===== src/rtl/seg_adder_pipe_if.sv =====
// Handshake and data bundle for seg_adder_pipe.
//   master: operand producer / result consumer side (drives IN_VALID, A, B,
//           CIN, SUB, OUT_READY; observes IN_READY, OUT_VALID, SUM, CO, OVF).
//   slave : the adder itself (the reverse directions).
interface seg_adder_pipe_if #(
    parameter int WIDTH = 64
);
    logic             IN_VALID;
    logic             IN_READY;
    logic [WIDTH-1:0] A;
    logic [WIDTH-1:0] B;
    logic             CIN;
    logic             SUB;
    logic             OUT_VALID;
    logic             OUT_READY;
    logic [WIDTH-1:0] SUM;
    logic             CO;
    logic             OVF;

    modport master (
        output IN_VALID, A, B, CIN, SUB, OUT_READY,
        input  IN_READY, OUT_VALID, SUM, CO, OVF
    );

    modport slave (
        input  IN_VALID, A, B, CIN, SUB, OUT_READY,
        output IN_READY, OUT_VALID, SUM, CO, OVF
    );
endinterface


===== src/rtl/seg_adder_pipe.sv =====
// Multi-cycle segmented adder/subtractor.
// Adds one SEG_W-bit segment per clock with a registered inter-segment carry,
// so the critical path is a SEG_W-bit adder regardless of WIDTH.
// Ports:
//   CLK   - rising-edge clock
//   RST_N - asynchronous active-low reset
//   bus   - slave side of seg_adder_pipe_if:
//           IN_VALID/IN_READY handshake for A, B, CIN, SUB;
//           OUT_VALID/OUT_READY handshake for SUM, CO (not-borrow on SUB),
//           OVF (two's-complement overflow).
// Accept at edge t -> OUT_VALID after edge t+NSEG; one transaction in flight.
module seg_adder_pipe #(
    parameter int WIDTH = 64,
    parameter int SEG_W = 16
) (
    input logic           CLK,
    input logic           RST_N,
    seg_adder_pipe_if.slave bus
);
    localparam int unsigned NSEG  = WIDTH / SEG_W;
    localparam int          CNT_W = (NSEG > 1) ? $clog2(NSEG) : 1;
    localparam logic [CNT_W-1:0] LAST_SEG = CNT_W'(NSEG - 1);

    typedef enum logic [1:0] {
        IDLE,
        CALC,
        DONE
    } state_t;

    state_t             state_q, state_d;
    logic [WIDTH-1:0]   a_q;
    logic [WIDTH-1:0]   b_q;       // already inverted for subtract
    logic               carry_q;
    logic [CNT_W-1:0]   cnt_q;
    logic [WIDTH-1:0]   sum_q;
    logic               co_q;
    logic               ovf_q;

    logic [SEG_W-1:0]   seg_a;
    logic [SEG_W-1:0]   seg_b;
    logic [SEG_W:0]     seg_sum;
    logic               last_seg;
    logic               accept;

    assign bus.IN_READY  = (state_q == IDLE);
    assign bus.OUT_VALID = (state_q == DONE);
    assign bus.SUM       = sum_q;
    assign bus.CO        = co_q;
    assign bus.OVF       = ovf_q;

    assign accept   = (state_q == IDLE) && bus.IN_VALID;
    assign last_seg = (cnt_q == LAST_SEG);

    // Segment select by compare loop keeps every part-select constant-indexed.
    always_comb begin
        seg_a = '0;
        seg_b = '0;
        for (int unsigned i = 0; i < NSEG; i++) begin
            if (cnt_q == CNT_W'(i)) begin
                seg_a = a_q[i*SEG_W +: SEG_W];
                seg_b = b_q[i*SEG_W +: SEG_W];
            end
        end
        seg_sum = {1'b0, seg_a} + {1'b0, seg_b} + {{SEG_W{1'b0}}, carry_q};
    end

    always_comb begin
        state_d = state_q;
        case (state_q)
            IDLE:    if (bus.IN_VALID)  state_d = CALC;
            CALC:    if (last_seg)      state_d = DONE;
            DONE:    if (bus.OUT_READY) state_d = IDLE;
            default:                    state_d = IDLE;
        endcase
    end

    always_ff @(posedge CLK or negedge RST_N) begin
        if (!RST_N) state_q <= IDLE;
        else        state_q <= state_d;
    end

    always_ff @(posedge CLK or negedge RST_N) begin
        if (!RST_N) begin
            a_q     <= '0;
            b_q     <= '0;
            carry_q <= 1'b0;
            cnt_q   <= '0;
            sum_q   <= '0;
            co_q    <= 1'b0;
            ovf_q   <= 1'b0;
        end else begin
            case (state_q)
                IDLE: begin
                    if (accept) begin
                        a_q     <= bus.A;
                        b_q     <= bus.SUB ? ~bus.B : bus.B;
                        carry_q <= bus.SUB ? 1'b1 : bus.CIN;
                        cnt_q   <= '0;
                    end
                end
                CALC: begin
                    for (int unsigned i = 0; i < NSEG; i++) begin
                        if (cnt_q == CNT_W'(i)) begin
                            sum_q[i*SEG_W +: SEG_W] <= seg_sum[SEG_W-1:0];
                        end
                    end
                    carry_q <= seg_sum[SEG_W];
                    cnt_q   <= cnt_q + CNT_W'(1);
                    if (last_seg) begin
                        co_q  <= seg_sum[SEG_W];
                        // seg_sum[SEG_W-1] is the result MSB being written now.
                        ovf_q <= (a_q[WIDTH-1] == b_q[WIDTH-1]) &&
                                 (seg_sum[SEG_W-1] != a_q[WIDTH-1]);
                    end
                end
                default: ;
            endcase
        end
    end
endmodule

===== src/flat_wrapper.sv =====
// flat-port wrapper written by rule: the top's interface ports become plain ports
module seg_adder_pipe_flat 
#(
    parameter int WIDTH = 64,
    parameter int SEG_W = 16
)
  (CLK, RST_N, bus_IN_VALID, bus_A, bus_B, bus_CIN, bus_SUB, bus_OUT_READY, bus_IN_READY, bus_OUT_VALID, bus_SUM, bus_CO, bus_OVF);
  seg_adder_pipe_if #(.WIDTH(WIDTH)) bus_i ();
  input logic CLK;
  input logic RST_N;
  input wire logic [$bits(bus_i.IN_VALID)-1:0] bus_IN_VALID;
  input wire logic [$bits(bus_i.A)-1:0] bus_A;
  input wire logic [$bits(bus_i.B)-1:0] bus_B;
  input wire logic [$bits(bus_i.CIN)-1:0] bus_CIN;
  input wire logic [$bits(bus_i.SUB)-1:0] bus_SUB;
  input wire logic [$bits(bus_i.OUT_READY)-1:0] bus_OUT_READY;
  output wire logic [$bits(bus_i.IN_READY)-1:0] bus_IN_READY;
  output wire logic [$bits(bus_i.OUT_VALID)-1:0] bus_OUT_VALID;
  output wire logic [$bits(bus_i.SUM)-1:0] bus_SUM;
  output wire logic [$bits(bus_i.CO)-1:0] bus_CO;
  output wire logic [$bits(bus_i.OVF)-1:0] bus_OVF;
  assign bus_i.IN_VALID = bus_IN_VALID;
  assign bus_i.A = bus_A;
  assign bus_i.B = bus_B;
  assign bus_i.CIN = bus_CIN;
  assign bus_i.SUB = bus_SUB;
  assign bus_i.OUT_READY = bus_OUT_READY;
  assign bus_IN_READY = bus_i.IN_READY;
  assign bus_OUT_VALID = bus_i.OUT_VALID;
  assign bus_SUM = bus_i.SUM;
  assign bus_CO = bus_i.CO;
  assign bus_OVF = bus_i.OVF;
  seg_adder_pipe #(.WIDTH(WIDTH), .SEG_W(SEG_W)) u_core (.CLK(CLK), .RST_N(RST_N), .bus(bus_i));
endmodule

===== config.mk =====
export PLATFORM = sky130hd
export DESIGN_NAME = seg_adder_pipe_flat
export DESIGN_NICKNAME = d
export VERILOG_FILES = /design/src/rtl/seg_adder_pipe_if.sv /design/src/rtl/seg_adder_pipe.sv /design/src/flat_wrapper.sv
export SDC_FILE = /design/constraint.sdc
export NUM_CORES = 1
export LEC_CHECK = 0
export CORE_MARGIN = 5
export CORE_UTILIZATION = 44
export CTS_BUF_LIST = sky130_fd_sc_hd__clkbuf_4
export DETAILED_ROUTE_END_ITERATION = 8
export PLACE_DENSITY = 0.74
export SYNTH_ARGS = -nofsm -noshare
export SYNTH_HDL_FRONTEND = slang
export SYNTH_SLANG_ARGS = --single-unit
export TNS_END_PERCENT = 100

===== constraint.sdc =====
create_clock -name CLK -period 8 [get_ports CLK]
set_input_delay 0.8 -clock CLK [delete_from_list [all_inputs] [get_ports CLK]]
set_output_delay 0.8 -clock CLK [all_outputs]
set_load 0.005 [all_outputs]

== Word-level counts from Yosys, hierarchy flattened ==
Index checks and enable logic that the tools add are counted.

* Register bits: 199
* Input bits: 134
* Output and inout port bits: 68
* Word-level logic and storage cells: 56

* Add/subtract/negate cells: 3
* Equal/unequal tests: 11
* Mux-type cells: 18
* Bitwise operators: 1
* Reductions and logical operators: 12

{| class="wikitable"
|+ Operators with widths
! cell !! count
|-
| two-way mux 16 bit || 8
|-
| two-way mux 64 bit || 1
|-
| inverter 64 bit || 1
|-
| adder 16 x 16 -> 17 bit || 1
|-
| adder 17 x 1 -> 17 bit || 1
|-
| AND reduction 2 bit || 6
|-
| two-way mux 2 bit || 4
|-
| equality test 2 bit, second input constant || 3
|-
| case mux 2 bit (3 select lines) || 1
|-
| equality test 2 x 1 -> 1 bit, second input constant || 2
|-
| zero test 2 bit || 2
|-
| inequality test 2 x 1 -> 1 bit, second input constant || 2
|-
| inequality test 2 bit, second input constant || 2
|-
| case mux 2 bit (2 select lines) || 1
|-
| AND reduction 3 bit || 1
|-
| adder 2 x 1 -> 2 bit, second input constant || 1
|-
| logical AND 1 bit || 2
|-
| two-way mux 1 bit || 2
|-
| case mux 1 bit (2 select lines) || 1
|-
| nonzero test 2 bit || 1
|-
| equality test 1 bit || 1
|-
| inequality test 1 bit || 1
|}

== Longest topological paths before layout ==
* Depth in word-level cells: 9
* Depth in mapped cells: 18
* Gate-level depth less buffers: 16

== Least setup slack after synthesis ==
OpenSTA, ideal clock, no wires.

* Path kind: register to register
* From: register u_core.cnt_q[1]
* To: register u_core.sum_q[12], in the netlist u_core.bus.SUM[12]
* Library setup time: 0.132 ns
* Arrival: 3.426 ns
* Data required time: 7.868 ns
* Setup slack: 4.442 ns
* Stages on the path, launching flop included: 18
* Path buffers: 2
* Clock period less this slack: 3.558 ns
* Cell sequence: dfrtp_1 > inv_1 > ha_1 > clkbuf_1 > clkbuf_1 > nor2_1 > a21oi_1 > o21ai_0 > mux2i_1 > fa_1 > inv_1 > fa_1 > a21o_1 > a21oi_1 > o21ai_0 > a221oi_1 > xor2_1 > o21ai_0

* Cells in the longest elaborated chain, start to end: 7
* Elaborated cells between the ends (all ways): 15
* Classes of those cells: 2 x add/sub; 3 x eq/ne; 8 x mux; 2 x reduce/logical

{| class="wikitable"
|+ RTL lines
! element !! line !! source
|-
| from (decl) || seg_adder_pipe.sv:34 || <nowiki>logic [CNT_W-1:0] cnt_q;</nowiki>
|-
| from (signal assigned) || seg_adder_pipe.sv:108 || <nowiki>cnt_q <= cnt_q + CNT_W'(1);</nowiki>
|-
| zero test 2 bit || seg_adder_pipe.sv:59, seg_adder_pipe.sv:103 ||
|-
| two-way mux 16 bit (4 in a row) || seg_adder_pipe.sv:59 || <nowiki>if (cnt_q == CNT_W'(i)) begin</nowiki>
|-
| adder 16 x 16 -> 17 bit || seg_adder_pipe.sv:64 || <nowiki>seg_sum = {1'b0, seg_a} + {1'b0, seg_b} + {{SEG_W{1'b0}}, carry_q};</nowiki>
|-
| adder 17 x 1 -> 17 bit || seg_adder_pipe.sv:64 ||
|-
| to (signal, indexed assignment) || seg_adder_pipe.sv:104 || <nowiki>sum_q[i*SEG_W +: SEG_W] <= seg_sum[SEG_W-1:0];</nowiki>
|-
| to (decl) || seg_adder_pipe.sv:35 || <nowiki>logic [WIDTH-1:0] sum_q;</nowiki>
|}

Parallel ways exist; a longest one is shown, timed or not.
A chain may end at the register's enable or synchronous reset.

== Worst setup path after layout ==
* From: register u_core.cnt_q[1]
* To: register u_core.sum_q[46], in the netlist u_core.bus.SUM[46]

* Cells in the longest elaborated chain, start to end: 7
* Elaborated cells between the ends (all ways): 15
* Classes of those cells: 2 x add/sub; 3 x eq/ne; 8 x mux; 2 x reduce/logical

{| class="wikitable"
|+ RTL lines
! element !! line
|-
| zero test 2 bit || seg_adder_pipe.sv:59
|-
| two-way mux 16 bit (4 in a row) || seg_adder_pipe.sv:59
|-
| adder 16 x 16 -> 17 bit || seg_adder_pipe.sv:64
|-
| adder 17 x 1 -> 17 bit || seg_adder_pipe.sv:64
|}

Parallel ways exist; a longest one is shown, timed or not.

==> impl_metrics.ini <==
[outcome]
status = complete, no violations

[finish]
nNetsFinal = 1509
fill_cells = 2081
area_growth_pct = 23.7
layout-drive-gt1-share_pct = 3.59
final_cells = 1651

[sta]
fin_crit_sh_pct = 55.0
finalHoldViolations = 0
maxSlewHeadroom_pct = 27.9
worst_pin_slew_ns = 1.08
fmax_mhz = 227
fin_worst_skew_ns = 0.0250
finalSetupViolCount = 0
finalSetupTns_ns = 0
drv_slew = 0
setup_ws_ns = 3.60
rsz0062_at_grt = no
min_period_ns = 4.40

[place]
port_buffers = 201
gp_congestion = 0.873
hpwl_mm = 20.5
dp.cells = 1620
dpl_worst_slack_ns = 3.73

[synth]
synth_top_area_share_pct = 49.8
synth_xor_area_share_pct = 6.48
ys_async_sr_fraction_pct = 100
synth_compound_area_share_pct = 15.5
synth_ff_type = dfrtp_1
yosysSeqAreaShare_pct = 49.8
yosys.area_share.adder_pct = 2.78
syn-num-nets = 1362
yosys.area.top_type = dfrtp_1
synth.avg_cell_area_um2 = 8.28
post_synth_mux_area_share_pct = 0.300
synthTopCellsByArea = dfrtp_1 (50%), nand2_1 (15%), o21ai_0 (8.0%)
ys_top_cells_by_count = nand2_1 (402), dfrtp_1 (199), o21ai_0 (159), a21oi_1 (74), nor2_1 (74)
synth_top_family_by_area = simple AND/OR/NAND/NOR gates
yosys_register_bits = 199
netlist_area_um2 = 10000
synth_edf_count = 0
yosysMostFrequentCell = nand2_1
ys_types = 45
yosys.area_share.simple_pct = 21.5
yosys_warnings = 0
syn-instance-count = 1207

[worst_setup_path]
critPathLaunchType = register
required_ns = 8.45
path_common_cell = a21oi_1
crit_family = compound AO/OA/AOI/OAI gates
crit_fanout = 63
crit_chain = inv_1, ha_2, buf_4, nor2_1, a21oi_1, nor2_1, a21oi_1, o21ai_0, ha_1, nand2_1, nor4_1, and2_1, a21oi_1, a222oi_1, o311ai_0
cp-end-kind = register
max_stage_delay_ns = 0.71
crit_type = reg -> reg
cp.arrival_ns = 4.84
slowest_stage = ha_1
critPathBufInv = 2

[clock_network]
htree_levels = 4
clk_latency_ns = 0.60
holdBufCountCts = 0
ctsLongestPathBuffers = 2
cts_resized = 0
clock_sinks = 199
cts_tree = yes
clkTransAtPathRegs_ns = 0.17
postCtsSetupBuffers = 0
numCtsBuffers = 17
cts_root_buf = clkbuf_4

[drt]
routed_wl_mm = 27.9
drtAntennaViolNets = 0
drtIter0Drc = 747
vias = 8703
via_per_inst = 5.27
first_pass_iters = 5
wl_per_cell_um = 16.9
drc = 0

[die]
die_height_um = 161
die_w_um = 161
coreArea_um2 = 22500
io_pins = 202
rows = 55
initial_core_util_pct = 44.4
fp.dieArea_um2 = 25800

[global_route]
antenna_found_initial = 1
grt_usage_pct = 21.4
grt_pass1_vias = 8347
top_usage_layer = met2
met3_usage_pct = 3.95
grt_max_degree = 120
overflow = 0
grtUsageMet2_pct = 34.7
grt_use_met1_pct = 29.4
grt_pass1_wl_mm = 44.4

[power]
power_density_nw_per_um2 = 406
power.leakage_nw = 5.59
vdd_ir_drop_max_mv = 0.221

[worst_hold_path]
holdCritPathClass = in -> async

[flow_run]
maxCapViolCount = 0
-- cell type report --
cell class                 instances  area (µm²)  area share [%]
antenna                            1        2.50          0.0202
clock inverter                    12        96.3           0.779
tap                              285         357            2.88
clock buffer                      18         135            1.09
sequential                       199        4980            40.3
multi-input combinational        915        4670            37.8
timing repair buffer             211        2090            16.9
inverter                          10        37.5           0.304
-- worst register-to-register path: stages, from the launching register on --
cell and delay, ns:
dfrtp_1 0.44, inv_1 0.11, ha_2 0.19, buf_4 0.50, nor2_1 0.15, a21oi_1 0.14
nor2_1 0.06, a21oi_1 0.14, o21ai_0 0.11, ha_1 0.72, nand2_1 0.31, nor4_1 0.38
and2_1 0.18, a21oi_1 0.24, a222oi_1 0.39, o311ai_0 0.20
-- registers in the layout, summed over array words and instances, names as in the netlist --
| signal | count |
|---|---|
| u_core.bus.CO | 1 |
| u_core.state_q | 2 |
| u_core.cnt_q | 2 |
| u_core.bus.OVF | 1 |
| u_core.carry_q | 1 |
| u_core.a_q | 64 |
| u_core.b_q | 64 |
| u_core.bus.SUM | 64 |
-- cell families (layout without fill, tap and decap cells) --
| kind of cell | count (synthesis) | after routing |
|---|---|---|
| muxes | 3 | 3 |
| DFF | 199 | 199 |
| xor gates and xnor gates | 74 | 74 |
| buffers and inverters | 93 | 251 |
| other | 0 | 1 |
| adders and majority gates | 21 | 21 |
| and+or+nand+nor | 539 | 539 |
| AOI/OAI and AO/OA | 278 | 278 |
-- stage by stage --
| stage | util (%) | total power, mW | instance area (µm²) | hold slack (ns) |
|---|---|---|---|---|
| finish | 54.9 | 5.02 | 12400 | 0.327 |
| global placement | 53.9 | 4.47 | 12100 | 0.458 |
| global route | 54.9 | 5.45 | 12400 | 0.389 |
| detailed placement | 53.9 | 4.53 | 12100 | 0.463 |
| floorplan | - | 3.51 | 10000 | 0.445 |
| CTS | 54.9 | 5.01 | 12400 | 0.350 |
-- path summary, 6_finish.rpt --
path	from	to	slack, ns	cells past startpoint
min in group CLK	u_core.bus.SUM[17]$_DFFE_PN0P_	u_core.bus.SUM[17]$_DFFE_PN0P_	0.49	2
max in group asynchronous	RST_N	u_core.a_q[54]$_DFFE_PN0P_	6.08	2
worst max-delay path	u_core.cnt_q[1]$_DFFE_PN0P_	u_core.bus.SUM[46]$_DFFE_PN0P_	3.60	15
worst max register to register	u_core.cnt_q[1]$_DFFE_PN0P_	u_core.bus.SUM[46]$_DFFE_PN0P_	3.60	15
worst min-delay path	RST_N	u_core.bus.SUM[2]$_DFFE_PN0P_	0.33	1
worst min register to register	u_core.bus.SUM[17]$_DFFE_PN0P_	u_core.bus.SUM[17]$_DFFE_PN0P_	0.49	2
-- placed cells by master (no fill, tap or decap), types with 11 or more instances in the layout --
| cell type | n |
|---|---|
| o21ai_0 | 159 |
| ha_1 | 16 |
| nand3_1 | 13 |
| nor3_1 | 16 |
| clkdlybuf4s50_1 | 199 |
| nor2_1 | 74 |
| nand4_1 | 11 |
| buf_4 | 11 |
| nand2_1 | 401 |
| clkbuf_4 | 18 |
| dfrtp_1 | 199 |
| xnor2_1 | 68 |
| a21oi_1 | 74 |
-- metal layers --
layer | wire length, µm | vias up
met5 | 0 | -
met4 | 673 | 0
met3 | 1570 | 36
met2 | 13100 | 276
met1 | 12600 | 4117
li1 | - | 4274
-- where the power goes --
part	internal [mW]	total (mW)	leakage (nW)	switching [mW]
clock	0.128	0.482	0.113	0.354
sequential	1.47	1.75	2.50	0.278
combinational	1.04	2.79	2.97	1.74
total	2.64	5.02	5.59	2.38
(Power assumes the default switching activity.)
